<file path="config.mk">
export PLATFORM = sky130hd
export DESIGN_NAME = interleaver_addr_gen
export DESIGN_NICKNAME = d
export VERILOG_FILES = /design/src/rtl/interleaver_addr_gen_pkg.sv /design/src/rtl/interleaver_addr_gen_rc_counter.sv /design/src/rtl/interleaver_addr_gen.sv
export SDC_FILE = /design/constraint.sdc
export NUM_CORES = 1
export LEC_CHECK = 0
export BUFFER_PORTS_ARGS = -buffer_cell sky130_fd_sc_hd__buf_2
export CORE_ASPECT_RATIO = 2
export CORE_MARGIN = 2
export CORE_UTILIZATION = 25
export CTS_CLUSTER_DIAMETER = 30
export DETAILED_ROUTE_END_ITERATION = 8
export GPL_TIMING_DRIVEN = 0
export PLACE_DENSITY = 0.49
export SYNTH_ARGS = -nofsm -noshare
export SYNTH_HDL_FRONTEND = slang
export SYNTH_SLANG_ARGS = --single-unit
</file>
<file path="constraint.sdc">
create_clock -name clk -period 3.1 [get_ports clk]
set_input_delay 0.62 -clock clk [delete_from_list [all_inputs] [get_ports clk]]
set_output_delay 0.62 -clock clk [all_outputs]
set_load 0.005 [all_outputs]
</file>
<file path="src/rtl/interleaver_addr_gen_pkg.sv">
// ---------------------------------------------------------------------------
// interleaver_addr_gen_pkg
// Shared definitions for the block interleaver address generator:
//   state_t      - FSM state encoding (IDLE / WRITE / READ)
//   ROWS_DEF     - default number of matrix rows
//   COLS_DEF     - default number of matrix columns
//   ROW_W        - row_sel width (feeds a 4-to-16 row decoder directly)
//   col_width()  - column address width, max(1, ceil(log2(cols)))
// ---------------------------------------------------------------------------
package interleaver_addr_gen_pkg;

   localparam int ROWS_DEF = 12;
   localparam int COLS_DEF = 8;
   localparam int ROW_W    = 4;

   typedef enum logic [1:0] {
      IDLE  = 2'd0,
      WRITE = 2'd1,
      READ  = 2'd2
   } state_t;

   // $clog2(2) is already 1; the guard only protects COLS=1 style builds.
   function automatic int col_width(input int cols);
      return (cols > 2) ? $clog2(cols) : 1;
   endfunction

endpackage

</file>
<file path="src/rtl/interleaver_addr_gen_rc_counter.sv">
// ---------------------------------------------------------------------------
// interleaver_rc_counter
// Row/column address counter shared by the write (row-wise fill) and the
// read (column-wise drain) phase of the interleaver.
//
// Ports:
//   clk            - clock, rising edge
//   rst_n          - asynchronous active-low reset, forces row=0, col=0
//   clear          - synchronous return to (0,0) ("no row")
//   load           - synchronous load of the first address (1,0)
//   step           - advance by one symbol
//   inc_major_row  - 0: column runs fastest (fill), 1: row runs fastest (drain)
//   row            - row index 1..ROWS, 0 = no row
//   col            - column index 0..COLS-1
//   last           - current address is (ROWS, COLS-1)
//
// Priority: clear > load > step.
// ---------------------------------------------------------------------------
module interleaver_rc_counter
   import interleaver_addr_gen_pkg::*;
#(
   parameter int ROWS = ROWS_DEF,
   parameter int COLS = COLS_DEF,
   parameter int CW   = col_width(COLS)
) (
   input  logic             clk,
   input  logic             rst_n,
   input  logic             clear,
   input  logic             load,
   input  logic             step,
   input  logic             inc_major_row,
   output logic [ROW_W-1:0] row,
   output logic [CW-1:0]    col,
   output logic             last
);

   localparam logic [ROW_W-1:0] ROW_FIRST = ROW_W'(1);
   localparam logic [ROW_W-1:0] ROW_MAX   = ROW_W'(ROWS);
   localparam logic [CW-1:0]    COL_MAX   = CW'(COLS - 1);

   logic row_at_max;
   logic col_at_max;

   assign row_at_max = (row == ROW_MAX);
   assign col_at_max = (col == COL_MAX);
   assign last       = row_at_max && col_at_max;

   // The wrap out of the final address is never used: the controller
   // issues load or clear instead of step at (ROWS, COLS-1).
   always_ff @(posedge clk or negedge rst_n) begin
      if (!rst_n) begin
         row <= '0;
         col <= '0;
      end else if (clear) begin
         row <= '0;
         col <= '0;
      end else if (load) begin
         row <= ROW_FIRST;
         col <= '0;
      end else if (step) begin
         if (inc_major_row) begin
            if (row_at_max) begin
               row <= ROW_FIRST;
               col <= col + 1'b1;
            end else begin
               row <= row + 1'b1;
            end
         end else begin
            if (col_at_max) begin
               col <= '0;
               row <= row + 1'b1;
            end else begin
               col <= col + 1'b1;
            end
         end
      end
   end

endmodule

</file>
<file path="src/rtl/interleaver_addr_gen.sv">
// ---------------------------------------------------------------------------
// interleaver_addr_gen
// Address and strobe generator for a ROWS x COLS block interleaver.  A frame
// writes ROWS*COLS symbols row by row, then reads them back column by column.
// The block holds no symbol storage; it only drives the memory addresses.
//
// Parameters:
//   ROWS  - matrix rows (2..15)
//   COLS  - matrix columns (2..16)
//
// Ports:
//   clk        - clock, rising edge
//   rst_n      - asynchronous active-low reset, discards any partial frame
//   start      - begins a frame when sampled high in IDLE
//   in_valid   - upstream symbol available
//   in_ready   - block accepts a write symbol (WRITE phase)
//   out_ready  - downstream accepts a read symbol
//   out_valid  - read address presented (READ phase)
//   row_sel    - row index 1..ROWS, 0 = no row (drives the row decoder)
//   col_addr   - column index 0..COLS-1
//   wr_en      - write strobe, in_valid & in_ready
//   rd_en      - read strobe, out_valid & out_ready
//   busy       - state is not IDLE
//   frame_done - one-cycle pulse in the cycle after the last read
// ---------------------------------------------------------------------------
module interleaver_addr_gen
   import interleaver_addr_gen_pkg::*;
#(
   parameter int ROWS = ROWS_DEF,
   parameter int COLS = COLS_DEF,
   localparam int CW  = col_width(COLS)
) (
   input  logic             clk,
   input  logic             rst_n,
   input  logic             start,
   input  logic             in_valid,
   output logic             in_ready,
   input  logic             out_ready,
   output logic             out_valid,
   output logic [ROW_W-1:0] row_sel,
   output logic [CW-1:0]    col_addr,
   output logic             wr_en,
   output logic             rd_en,
   output logic             busy,
   output logic             frame_done
);

   state_t state;
   state_t state_nxt;

   logic   cnt_clear;
   logic   cnt_load;
   logic   cnt_step;
   logic   cnt_major_row;
   logic   cnt_last;

   // -----------------------------------------------------------------------
   // Shared address counter
   // -----------------------------------------------------------------------
   interleaver_rc_counter #(
      .ROWS (ROWS),
      .COLS (COLS),
      .CW   (CW)
   ) u_rc_counter (
      .clk           (clk),
      .rst_n         (rst_n),
      .clear         (cnt_clear),
      .load          (cnt_load),
      .step          (cnt_step),
      .inc_major_row (cnt_major_row),
      .row           (row_sel),
      .col           (col_addr),
      .last          (cnt_last)
   );

   // -----------------------------------------------------------------------
   // FSM
   // -----------------------------------------------------------------------
   always_ff @(posedge clk or negedge rst_n) begin
      if (!rst_n) begin
         state <= IDLE;
      end else begin
         state <= state_nxt;
      end
   end

   always_comb begin
      state_nxt     = state;
      in_ready      = 1'b0;
      out_valid     = 1'b0;
      cnt_clear     = 1'b0;
      cnt_load      = 1'b0;
      cnt_step      = 1'b0;
      cnt_major_row = 1'b0;

      unique case (state)
         IDLE: begin
            if (start) begin
               cnt_load  = 1'b1;
               state_nxt = WRITE;
            end else begin
               cnt_clear = 1'b1;
            end
         end

         WRITE: begin
            in_ready = 1'b1;
            if (in_valid) begin
               if (cnt_last) begin
                  // Final write: re-arm the counter at (1,0) for the drain.
                  cnt_load  = 1'b1;
                  state_nxt = READ;
               end else begin
                  cnt_step = 1'b1;
               end
            end
         end

         READ: begin
            out_valid     = 1'b1;
            cnt_major_row = 1'b1;
            if (out_ready) begin
               if (cnt_last) begin
                  cnt_clear = 1'b1;
                  state_nxt = IDLE;
               end else begin
                  cnt_step = 1'b1;
               end
            end
         end

         default: begin
            cnt_clear = 1'b1;
            state_nxt = IDLE;
         end
      endcase
   end

   // -----------------------------------------------------------------------
   // Strobes and status
   // -----------------------------------------------------------------------
   assign wr_en = in_valid & in_ready;
   assign rd_en = out_valid & out_ready;
   assign busy  = (state != IDLE);

   always_ff @(posedge clk or negedge rst_n) begin
      if (!rst_n) begin
         frame_done <= 1'b0;
      end else begin
         frame_done <= rd_en && cnt_last;
      end
   end

endmodule

</file>
==> results.json <==
{
  "grt_max_degree": 11,
  "clkTransAtPathRegs_ps": 40,
  "crit_path_frequent_cell": "buf_2",
  "drv_cap": 0,
  "total_power_uw": 504.3,
  "ant_nets": 0,
  "cts_max_path_buffers": 2,
  "fillers": 294,
  "crit_arrival_ps": 1490,
  "synth_edf_count": 0,
  "fin_tns_setup_ps": 0,
  "cts_tree": "yes",
  "finClkSkew_ps": 0.6305,
  "clockRootBuffer": "clkbuf_8",
  "critPathLaunchType": "flip-flop",
  "hold_class": "in -> async",
  "antenna_found_initial": 0,
  "postCtsResizedCells": 0,
  "fin_util_pct": 31.87,
  "syn-mean-instance-area_um2": 9.587,
  "synthArstFlopShare_pct": 100.0,
  "numClockSinks": 10,
  "rsz0062_at_grt": "false",
  "routed.top_layer": "met4",
  "die-area_um2": 3305,
  "drt_wl_total_um": 1709,
  "synth_seq_cells": 10,
  "peakVddDrop_uv": 164.5,
  "p_leak_nw": 0.4781,
  "drc": 0,
  "grt_usage_pct": 11.13,
  "worst_path_max_delay_cell": "dfrtp_1",
  "status": "finished, final reports clean",
  "layout.nets": 110,
  "area_growth_pct": 22.93,
  "synth_top_area_cell": "dfrtp_1",
  "syn_nets": 88,
  "crit_required_ps": 2480,
  "dieHeight_um": 79.34,
  "end_kind": "output pin",
  "grt_pass1_wl_um": 2808,
  "avgViaCountPerCell": 4.959,
  "row_count": 27,
  "synthesis.area_um2": 709.4,
  "synth_cells": 74,
  "clkLatencyLatePin_ps": 230,
  "cts_buffers": 3,
  "hpwl_um": 1396,
  "finalMaxSlewViolations": 0,
  "slowest_delay_ps": 400,
  "vias": 610,
  "post_cts_buffers": 0,
  "coreArea_um2": 2736,
  "worstMarginPinSlew_ps": 315.0,
  "htreeDepth": 1,
  "hold_slack_ps": 247.3,
  "fin_crit_ps": 2107,
  "max_freq_mhz": 474.7,
  "critPathMaxFanout": 8,
  "wl_met2_um": 968,
  "drtIter0Drc": 12,
  "dr_wl_met3_um": 58,
  "gp_congestion": 0.8209,
  "critical_path.cell_chain": "inv_1 > ha_1 > and2_1 > buf_2 > buf_2",
  "synth_top_area_share_pct": 35.27,
  "post_drt_wl_per_cell_um": 13.89,
  "grt_pass1_vias": 609,
  "period_share_pct": 67.96,
  "synth_cell_types": 26,
  "firstDrtPassIters": 4,
  "final_hold_viol_count": 0,
  "reg2reg_slack_ps": 1220,
  "drive_gt1_share_pct": 27.66,
  "ctsHoldBuffers": 0,
  "ys_seq_area_share_pct": 35.27,
  "power_density_nw_per_um2": 578.2,
  "grt-ovfl-total": 0,
  "yosysWarnings": 0,
  "ios": 18,
  "port_buffers": 17,
  "synth_flop_cell": "dfrtp_1",
  "die_w_um": 41.67,
  "setup_viol": 0,
  "yosys-top-cells-area": "dfrtp_1 (35%), ha_1 (16%), mux2i_1 (5.6%), a21oi_1 (4.2%), nor2_1 (4.2%)",
  "antennaDiodeCount": 0,
  "path_class": "reg -> out",
  "initial_core_util_pct": 25.93,
  "wl_met1_um": 652,
  "slew_headroom_pct": 78.99
}
## cell usage after synthesis (2+ instances only)
master   number
mux2i_1       4
a21oi_1       6
inv_1         7
nor3_1        3
and3_1        4
dfrtp_1      10
nor2_1        8
ha_1          9
nor2b_1       2
o21ai_0       4
and2_1        2
## final cells by class
type,count,area [µm²],share of cell area (%)
plain buffers,1,5.005,0.5739
clock buffers,3,41.29,4.735
inverters,7,26.28,3.013
multi-input cells,56,427.9,49.07
flip-flops and latches,10,250.2,28.69
well taps,29,36.28,4.161
repair buffers,17,85.08,9.756
## metrics by stage
step	cell area [µm²]	std cells	setup slack [ps]
floorplan	709.4	74	1426
detailed placement	830.8	120	1220
global placement	830.8	120	1231
CTS	872.1	123	969.5
finish	872.1	123	993.3
global route	872.1	123	862.2
## cell families (layout without fill, tap and decap cells)
| kind of cell | count (synthesis) | count (layout) | synth area share (%) |
|---|---|---|---|
| AOI/OAI and AO/OA | 18 | 18 | 17.11 |
| buffers and inverters | 8 | 28 | 4.409 |
| and+or+nand+nor | 23 | 23 | 17.99 |
| DFF | 10 | 10 | 35.27 |
| adders and majority gates | 9 | 9 | 15.87 |
| muxes | 6 | 6 | 9.347 |
## layer usage
metal  GRT usage, %  up-vias
met3          2.273        4
met1          11.24      292
met2          20.63       14
met5              0        -
li1               -      300
met4          5.806        0
## critical path, delay by kind of cell, from the launching register on
family,cells,cell delay [ps]
buf+inv,3,380
simple gates,1,160
fa+ha+maj,1,310
flops,1,400
## flip-flops by register name (all words and copies together), names as in the netlist
| name | count |
|---|---|
| state | 2 |
| u_rc_counter.row | 4 |
| frame_done | 1 |
| u_rc_counter.col | 3 |
## cells in the final DEF, fill, tap and decap left out
cell type,count
or3_1,1
buf_2,18
o2111ai_2,1
nor2b_1,2
o21ai_0,4
inv_1,7
o21a_1,1
nand4_2,1
o21ai_1,1
mux2_1,1
o21ai_2,1
and2_1,2
nor2_1,8
dfrtp_1,10
o211ai_2,1
mux2_4,1
a21boi_0,1
ha_1,9
a21oi_1,6
a22o_1,1
and3b_1,1
nand3_1,1
mux2i_1,4
nor3_1,3
a31oi_1,1
clkbuf_8,3
and3_1,4
## path summary, 6_finish.rpt
path                                startpoint  cells after the start                   to
min reg2reg                u_rc_counter.col[1]                      2  u_rc_counter.col[1]
min                                      rst_n                      1  u_rc_counter.row[2]
min in group clk           u_rc_counter.col[1]                      2  u_rc_counter.col[1]
max in group asynchronous                rst_n                      1  u_rc_counter.col[2]
max reg2reg                u_rc_counter.row[0]                      6             state[0]
max                                   state[0]                      5                rd_en
## power breakdown
group          internal [mW]  switching, mW
sequential             0.150         0.0225
combinational         0.0923          0.107
clock                 0.0847         0.0471
Power figures use the tool's default switching activity.
